[config.mk]
export PLATFORM = sky130hd
export DESIGN_NAME = mem_port_arbiter_flat
export DESIGN_NICKNAME = d
export VERILOG_FILES = /design/src/rtl/mem_arb_pkg.sv /design/src/rtl/mem_port_arbiter_if.sv /design/src/rtl/mem_lat_counter.sv /design/src/rtl/mem_port_arbiter.sv /design/src/flat_wrapper.sv
export SDC_FILE = /design/constraint.sdc
export NUM_CORES = 1
export LEC_CHECK = 0
export CORE_UTILIZATION = 41
export CTS_BUF_LIST = sky130_fd_sc_hd__clkbuf_16
export CTS_CLUSTER_SIZE = 28
export DETAILED_ROUTE_END_ITERATION = 12
export PLACE_DENSITY_LB_ADDON = 0.2
export SYNTH_ARGS = -nofsm -noshare
export SYNTH_HDL_FRONTEND = slang
export SYNTH_SLANG_ARGS = --single-unit
[constraint.sdc]
create_clock -name clock -period 5.1 [get_ports clock]
set_input_delay 1.02 -clock clock [delete_from_list [all_inputs] [get_ports clock]]
set_output_delay 1.02 -clock clock [all_outputs]
set_load 0.05 [all_outputs]
[src/rtl/mem_arb_pkg.sv]
// rtl/mem_arb_pkg.sv - shared types and constants for the memory port arbiter
package mem_arb_pkg;

   typedef enum logic [1:0] {IDLE, ACCESS, WAIT, RESP} arb_st;
   typedef enum logic {GNT_IF, GNT_D} arb_gnt;

   localparam int LAT_W = 4;

endpackage

[src/rtl/mem_port_arbiter_if.sv]
// rtl/mem_port_arbiter_if.sv - requester and memory signals of the memory port arbiter
interface mem_port_arbiter_if #(
   parameter int DATA_W = 32,
   parameter int ADDR_W = 32
);
   logic              if_req;
   logic [ADDR_W-1:0] if_addr;
   logic              if_ack;
   logic [DATA_W-1:0] if_rdata;
   logic              d_req;
   logic              d_we;
   logic [ADDR_W-1:0] d_addr;
   logic [DATA_W-1:0] d_wdata;
   logic              d_ack;
   logic [DATA_W-1:0] d_rdata;
   logic [ADDR_W-1:0] mem_addr;
   logic              mem_wr;
   logic [DATA_W-1:0] mem_wdata;
   logic [DATA_W-1:0] mem_rdata;

   modport slave (
      input  if_req, if_addr, d_req, d_we, d_addr, d_wdata, mem_rdata,
      output if_ack, if_rdata, d_ack, d_rdata, mem_addr, mem_wr, mem_wdata
   );

   modport master (
      output if_req, if_addr, d_req, d_we, d_addr, d_wdata, mem_rdata,
      input  if_ack, if_rdata, d_ack, d_rdata, mem_addr, mem_wr, mem_wdata
   );
endinterface

[src/rtl/mem_lat_counter.sv]
// rtl/mem_lat_counter.sv - loadable down-counter with zero flag for read latency
module mem_lat_counter
   import mem_arb_pkg::*;
(
   input  logic             clock,
   input  logic             reset,
   input  logic             load,
   input  logic             dec,
   input  logic [LAT_W-1:0] load_val,
   output logic [LAT_W-1:0] count,
   output logic             zero
);
   logic [LAT_W-1:0] count_q, count_d;

   always_comb begin
      count_d = count_q;
      if (load)
         count_d = load_val;
      else if (dec && count_q != '0)
         count_d = count_q - 1'b1;
   end

   always_ff @(posedge clock or posedge reset) begin
      if (reset)
         count_q <= '0;
      else
         count_q <= count_d;
   end

   assign count = count_q;
   assign zero  = (count_q == '0);
endmodule

[src/rtl/mem_port_arbiter.sv]
// rtl/mem_port_arbiter.sv - shares one synchronous memory between fetch and load/store
// Optional macro ARB_ROUND_ROBIN_EN: alternate grants on simultaneous requests.
module mem_port_arbiter
   import mem_arb_pkg::*;
#(
   parameter int DATA_W   = 32,
   parameter int ADDR_W   = 32,
   parameter int READ_LAT = 2
) (
   input  logic                clock,
   input  logic                reset,
   mem_port_arbiter_if.slave   bus,
   output logic                busy,
   output logic [1:0]          State
);
   arb_st             state_q, state_d;
   arb_gnt            last_grant_q, last_grant_d;
   logic [ADDR_W-1:0] addr_q, addr_d;
   logic [DATA_W-1:0] wdata_q, wdata_d;
   logic              we_q, we_d;
   logic [DATA_W-1:0] rdata_q, rdata_d;
   logic [LAT_W-1:0]  lat_count;
   logic              lat_zero;
   logic              d_wins;

`ifdef ARB_ROUND_ROBIN_EN
   assign d_wins = bus.d_req && (!bus.if_req || last_grant_q == GNT_IF);
`else
   assign d_wins = bus.d_req;
`endif

   // Loaded in ACCESS so WAIT spans exactly READ_LAT cycles before capture.
   mem_lat_counter u_lat (
      .clock    (clock),
      .reset    (reset),
      .load     (state_q == ACCESS && !we_q),
      .dec      (state_q == WAIT),
      .load_val (LAT_W'(READ_LAT - 1)),
      .count    (lat_count),
      .zero     (lat_zero)
   );

   always_comb begin
      state_d      = state_q;
      last_grant_d = last_grant_q;
      addr_d       = addr_q;
      wdata_d      = wdata_q;
      we_d         = we_q;
      rdata_d      = rdata_q;
      case (state_q)
         IDLE: begin
            if (bus.if_req || bus.d_req) begin
               state_d = ACCESS;
               if (d_wins) begin
                  last_grant_d = GNT_D;
                  addr_d       = bus.d_addr;
                  wdata_d      = bus.d_wdata;
                  we_d         = bus.d_we;
               end else begin
                  last_grant_d = GNT_IF;
                  addr_d       = bus.if_addr;
                  we_d         = 1'b0;
               end
            end
         end
         ACCESS: state_d = we_q ? RESP : WAIT;
         WAIT: begin
            if (lat_zero) begin
               rdata_d = bus.mem_rdata;
               state_d = RESP;
            end
         end
         RESP:    state_d = IDLE;
         default: state_d = IDLE;
      endcase
   end

   always_ff @(posedge clock or posedge reset) begin
      if (reset) begin
         state_q      <= IDLE;
         last_grant_q <= GNT_D;
         addr_q       <= '0;
         wdata_q      <= '0;
         we_q         <= 1'b0;
         rdata_q      <= '0;
      end else begin
         state_q      <= state_d;
         last_grant_q <= last_grant_d;
         addr_q       <= addr_d;
         wdata_q      <= wdata_d;
         we_q         <= we_d;
         rdata_q      <= rdata_d;
      end
   end

   assign bus.mem_addr  = addr_q;
   assign bus.mem_wdata = wdata_q;
   assign bus.mem_wr    = (state_q == ACCESS) && we_q;
   assign bus.if_ack    = (state_q == RESP) && (last_grant_q == GNT_IF);
   assign bus.d_ack     = (state_q == RESP) && (last_grant_q == GNT_D);
   assign bus.if_rdata  = rdata_q;
   assign bus.d_rdata   = rdata_q;
   assign busy          = (state_q != IDLE);
   assign State         = state_q;
endmodule

[src/flat_wrapper.sv]
// flat-port wrapper written by rule: the top's interface ports become plain ports
module mem_port_arbiter_flat import mem_arb_pkg::*;
#(
   parameter int DATA_W   = 32,
   parameter int ADDR_W   = 32,
   parameter int READ_LAT = 2
)
  (clock, reset, busy, State, bus_if_req, bus_if_addr, bus_d_req, bus_d_we, bus_d_addr, bus_d_wdata, bus_mem_rdata, bus_if_ack, bus_if_rdata, bus_d_ack, bus_d_rdata, bus_mem_addr, bus_mem_wr, bus_mem_wdata);
  mem_port_arbiter_if #(.DATA_W(DATA_W), .ADDR_W(ADDR_W)) bus_i ();
  input  logic clock;
  input  logic reset;
  output logic busy;
  output logic [1:0] State;
  input wire logic [$bits(bus_i.if_req)-1:0] bus_if_req;
  input wire logic [$bits(bus_i.if_addr)-1:0] bus_if_addr;
  input wire logic [$bits(bus_i.d_req)-1:0] bus_d_req;
  input wire logic [$bits(bus_i.d_we)-1:0] bus_d_we;
  input wire logic [$bits(bus_i.d_addr)-1:0] bus_d_addr;
  input wire logic [$bits(bus_i.d_wdata)-1:0] bus_d_wdata;
  input wire logic [$bits(bus_i.mem_rdata)-1:0] bus_mem_rdata;
  output wire logic [$bits(bus_i.if_ack)-1:0] bus_if_ack;
  output wire logic [$bits(bus_i.if_rdata)-1:0] bus_if_rdata;
  output wire logic [$bits(bus_i.d_ack)-1:0] bus_d_ack;
  output wire logic [$bits(bus_i.d_rdata)-1:0] bus_d_rdata;
  output wire logic [$bits(bus_i.mem_addr)-1:0] bus_mem_addr;
  output wire logic [$bits(bus_i.mem_wr)-1:0] bus_mem_wr;
  output wire logic [$bits(bus_i.mem_wdata)-1:0] bus_mem_wdata;
  assign bus_i.if_req = bus_if_req;
  assign bus_i.if_addr = bus_if_addr;
  assign bus_i.d_req = bus_d_req;
  assign bus_i.d_we = bus_d_we;
  assign bus_i.d_addr = bus_d_addr;
  assign bus_i.d_wdata = bus_d_wdata;
  assign bus_i.mem_rdata = bus_mem_rdata;
  assign bus_if_ack = bus_i.if_ack;
  assign bus_if_rdata = bus_i.if_rdata;
  assign bus_d_ack = bus_i.d_ack;
  assign bus_d_rdata = bus_i.d_rdata;
  assign bus_mem_addr = bus_i.mem_addr;
  assign bus_mem_wr = bus_i.mem_wr;
  assign bus_mem_wdata = bus_i.mem_wdata;
  mem_port_arbiter #(.DATA_W(DATA_W), .ADDR_W(ADDR_W), .READ_LAT(READ_LAT)) u_core (.clock(clock), .reset(reset), .bus(bus_i), .busy(busy), .State(State));
endmodule
==> impl_metrics.yaml, run 1 <==
floorplan:
  io_pins: 267
  row_count: 38
  die-area_sq_um: 11600
  die_w_um: 107
  start_util_pct: 42.1
  core_area_sq_um: 10800
  die_h_um: 107
synthesis:
  ys_seq_area_share_pct: 57.1
  syn-num-nets: 495
  yosysWarnings: 0
  synth_top_area_cell: "dfrtp_1"
  synth_top_area_share_pct: 56.5
  synth_cells: 357
  synth_area_leaders: "dfrtp_1, mux2_2, mux2i_1, buf_4, o21ai_0"
  synth-seq-cells: 104
  synth_area_sq_um: 4560
  syn_avg_cell_area_sq_um: 12.8
  synthDistinctLibCells: 30
critical_path:
  worstPathRequired_ns: 4.08
  reg2regPathDepth: 6
  worst_path_max_delay_cell: "clkdlybuf4s50_1"
  worst-path-buf-inv: 2
  critical_path_class: "register to output pin"
  critPathCaptureType: "output pin"
  cpLargestDelayFamily: "buffers and inverters"
  regToRegEndpoint: "u_core.bus.d_rdata[1]"
  rr_startpoint: "u_core.State[0]"
  max_stage_delay_ns: 0.86
  worstPathArrival_ns: 2.12
  cp_cell_sequence: "inv_1, ha_1, and2_0, clkdlybuf4s50_1"
  r2r_slack_ns: 3.12
  startpoint_type: "register"
  crit_fanout: 5
cts:
  clockBufferDepth: 2
  cts-buffers-inserted: 9
  cts_tree: "yes"
  cts-root-buf: "clkbuf_16"
  hold_buffers: 0
  cts_num_sinks: 104
  clk_pin_slew_ns: 0.07
  insertion_delay_ns: 0.33
  cts_setup_buffers: 0
  cts_resized: 0
  htreeDepth: 3
timing:
  max_freq_ghz: 0.318
  min_period_ns: 3.14
  setup_tns_ns: 0
  slew_headroom_pct: 32.7
  finalSetupViolCount: 0
  skew_ns: 0.00827
  slew_viol_final: 0
  hold_viol: 0
  rsz0062_at_grt: "no"
  fin_crit_sh_pct: 61.6
  tightest_slew_ns: 1.01
routing:
  drt_iter0_drc: 56
  vias_per_cell: 4.76
  ant_nets: 0
  drt_pass1_iterations: 4
  post_drt_wl_per_cell_um: 15.6
  drc: 0
  vias: 3486
  routed_wirelength_um: 11400
finish:
  nets: 727
  fillers: 818
  final_util_pct: 68.4
  diodes: 0
  area_growth_pct: 62.6
  multiInputGateArea_sq_um: 1610
  stdcell_area_sq_um: 7420
  ff_latch_area_sq_um: 2600
  drive_gt1_share_pct: 14.5
place:
  placed_area_sq_um: 7110
  io_buffers: 266
  hpwl_um: 8870
  routabilityCongestion: 0.758
job:
  drv_cap: 0
hold_path:
  min_from: "u_core.bus.mem_addr[10]"
  hp-class: "register to register"
  holdPathEnd: "u_core.bus.mem_addr[10]"
  hold_path_depth: 2
global_routing:
  grt_util_all_layers_pct: 20.3
  grt_overflow: 0
  grt_pass1_vias: 3583
  grt_start_max_net_pins: 84
  antenna_found_initial: 0
  grt_first_pass_wirelength_um: 17800
outcome:
  status: "completed"
## synthesized netlist by cell type
cell type  count
or3b_1         1
mux2_2        63
nor3b_1        1
ha_1           5
o211a_1        1
o211ai_1       1
a2111o_1       1
nand2b_1       2
o21ai_0       35
or3_1          2
clkbuf_1       2
dfrtp_1      103
mux2i_1       32
a21oi_1        3
and2_1         1
mux2_1         2
nor3_2         1
o32a_1         1
nand2_1       37
buf_4         37
o41ai_1        1
buf_2         10
dfstp_2        1
nor2b_1        2
inv_1          7
nand4b_1       1
nor3_1         1
a32o_1         1
and2_0         1
nand3_1        1
## logic make-up after synthesis
kind of cell,Yosys count,synth area share (%)
flip-flops,104,57.1
multiplexers,97,23.1
AND/OR/NAND/NOR,51,5.13
AO/OA/AOI/OAI,44,5.43
buffers and inverters,56,7.93
adder cells (fa/ha/maj),5,1.37
## worst register-to-register path, delay by kind of cell, from the launching register on
family,cells,cell delay (ns)
fa+ha+maj,1,0.27
buf+inv,2,0.53
simple gates,2,0.26
mux,1,0.39
flops,1,0.42
## through the flow
stage	setup WS, ns	std cells	hold slack [ns]
2_1_floorplan	1.35	357	0.444
3_3_place_gp	2.30	718	0.462
3_5_place_dp	2.19	718	0.469
4_1_cts	1.94	733	0.485
5_1_grt	1.88	733	0.511
6_report	1.96	733	0.482
## sequential cells by signal, indices dropped and copies added (netlist names)
signal and cells:
u_core.bus.mem_wdata 32, u_core.State 2, u_core.u_lat.count 4, u_core.last_grant_q 1
u_core.we_q 1, u_core.bus.d_rdata 32, u_core.bus.mem_addr 32
## placed cells by master, fill, tap and decap left out, drive strengths merged, types with 3 or more instances in the layout
cell,n
clkdlybuf4s50,265
dfrtp,103
mux2,65
nand2,37
o21ai,35
mux2i,32
clkbuf,9
inv,7
ha,5
buf,5
a21oi,3
clkinv,3
## layout make-up
class                   count  share of cell area, %
repair buffers            270                   36.2
inverters                   7                  0.388
clock inverters             6                   1.15
well taps                 140                   2.36
flip-flops and latches    104                   35.1
clock buffers               9                   3.04
multi-input cells         197                   21.8
## routing by layer
layer / track usage (%) / wire (um) / vias to the layer above
li1: - / - / 1654
met4: 7.83 / 240 / 0
met3: 6.90 / 1080 / 12
met1: 22.0 / 4300 / 1647
met5: 0 / 0 / -
met2: 36.2 / 5820 / 173
## how the worst max path moves through the flow
stage	start	endpoint	slack, ns	cells after the start
3_5_place_dp	bus_d_req	u_core.bus.mem_addr[26]	2.19	4
3_3_place_gp	bus_d_req	u_core.bus.mem_addr[22]	2.30	4
2_1_floorplan	reset	u_core.State[0]	1.35	1
4_1_cts	u_core.State[1]	bus_mem_wr	1.94	4
6_report	u_core.State[1]	bus_mem_wr	1.96	4
5_1_grt	u_core.State[1]	bus_mem_wr	1.88	4
Power of run 1 is left out: the tool's default activity adds up to more than one toggle a clock period on the data nets, which glitch-free logic cannot reach.
==> run 2: changes to the inputs <==
Settings changed: CORE_UTILIZATION 41 to 38.
Clock period 5.1 ns to 3.2 ns, I/O delays scaled along.
==> impl_metrics.yaml, run 2 (synthesis gave the netlist of run 1 again) <==
outcome:
  status: "finished with violations"
  violations: "design-rule violations"
floorplan:
  start_util_pct: 39.4
  row_count: 39
  die-area_sq_um: 12400
  die_h_um: 112
  io_pins: 267
  die_w_um: 112
  core_area_sq_um: 11600
critical_path:
  max_stage_delay_ns: 0.84
  rr_startpoint: "u_core.State[0]"
  cpLargestDelayFamily: "buffers and inverters"
  startpoint_type: "register"
  worstPathRequired_ns: 2.56
  crit_start: "u_core.State[0]"
  worst-path-buf-inv: 3
  worst_path_max_delay_cell: "clkdlybuf4s50_1"
  reg2regPathDepth: 6
  critPathCaptureType: "output pin"
  critical_path_class: "register to output pin"
  crit_fanout: 5
  cp_cell_sequence: "inv_1, ha_1, inv_1, clkdlybuf4s50_1"
  r2r_slack_ns: 1.21
  worstPathArrival_ns: 2.16
  cp_num_cells: 4
  path_common_cell: "inv_1"
timing:
  slew_viol_final: 0
  max_freq_ghz: 0.358
  setup_tns_ns: 0
  fin_crit_sh_pct: 87.4
  rsz0062_at_grt: "no"
  slew_headroom_pct: 61.0
  finalSetupViolCount: 0
  tightest_slew_ns: 0.584
  hold_viol: 0
  skew_ns: 0.00845
  min_period_ns: 2.80
  hold_ws_ns: 0.472
  worst_slack_ns: 0.403
global_routing:
  grt_first_pass_wirelength_um: 18300
  grt_overflow: 0
  grt_start_max_net_pins: 105
  grt_pass1_vias: 3700
  grt_util_all_layers_pct: 18.7
  antenna_found_initial: 0
routing:
  drc: 20
  routed_wirelength_um: 11300
  ant_nets: 0
  drt_iter0_drc: 180
  drt_pass1_iterations: 8
  post_drt_wl_per_cell_um: 15.2
  vias: 3499
  vias_per_cell: 4.74
cts:
  hold_buffers: 0
  cts-buffers-inserted: 9
  cts_num_sinks: 104
  htreeDepth: 3
  cts_setup_buffers: 0
  cts-root-buf: "clkbuf_16"
  cts_resized: 0
  clockBufferDepth: 2
  insertion_delay_ns: 0.34
  cts_tree: "yes"
  clk_pin_slew_ns: 0.07
place:
  io_buffers: 266
  routabilityCongestion: 0.723
  post-place-ws_ns: 0.776
  hpwl_um: 8670
hold_path:
  hp-class: "register to register"
  hold_path_depth: 2
  min_from: "u_core.last_grant_q"
finish:
  fillers: 923
  nets: 728
  area_growth_pct: 63.7
  final_common_cell: "clkdlybuf4s50_1"
  final_cell_mix: "clkdlybuf4s50_1, dfrtp_1, mux2_2, nand2_1, o21ai_0"
  diodes: 0
  final_util_pct: 64.6
  drive_gt1_share_pct: 14.8
job:
  drv_cap: 0
run 2: final timing paths:
path                                            to
max                                           busy
min                            u_core.last_grant_q
max reg2reg                 u_core.bus.d_rdata[11]
min reg2reg                    u_core.last_grant_q
max in group asynchronous  u_core.bus.mem_wdata[5]
min in group asynchronous    u_core.bus.d_rdata[3]
run 2: area by class of cell:
cell class | count | area [sq um] | share of cell area [%]
Clock buffer | 9 | 225 | 3.02
Clock inverter | 7 | 93.8 | 1.26
Inverter | 7 | 30.0 | 0.402
Multi-Input combinational cell | 197 | 1610 | 21.6
Sequential cell | 104 | 2600 | 34.9
Tap cell | 143 | 179 | 2.40
Timing Repair Buffer | 271 | 2720 | 36.4
run 2: worst reg2reg max path: stages (launching register included):
cell and delay (ns):
dfrtp_1 0.44, inv_1 0.15, ha_1 0.26, nand2_1 0.13
nor3_4 0.11, buf_4 0.39, mux2_2 0.40
run 2: metal layers:
metal,share of wire (%),vias up,track usage [%],routed length [um]
li1,-,1659,-,-
met1,37,1657,20.5,4210
met2,52,167,34.1,5810
met3,9.0,16,5.17,1010
met4,2.0,0,7.21,222
met5,0,-,0,0
run 2: through the flow:
stage / std cells / area, sq um
6_report: 738 / 7470
5_1_grt: 738 / 7470
4_1_cts: 738 / 7470
3_5_place_dp: 722 / 7150
3_3_place_gp: 722 / 7150
2_1_floorplan: 357 / 4570
Power of run 2 is left out for the same reason.
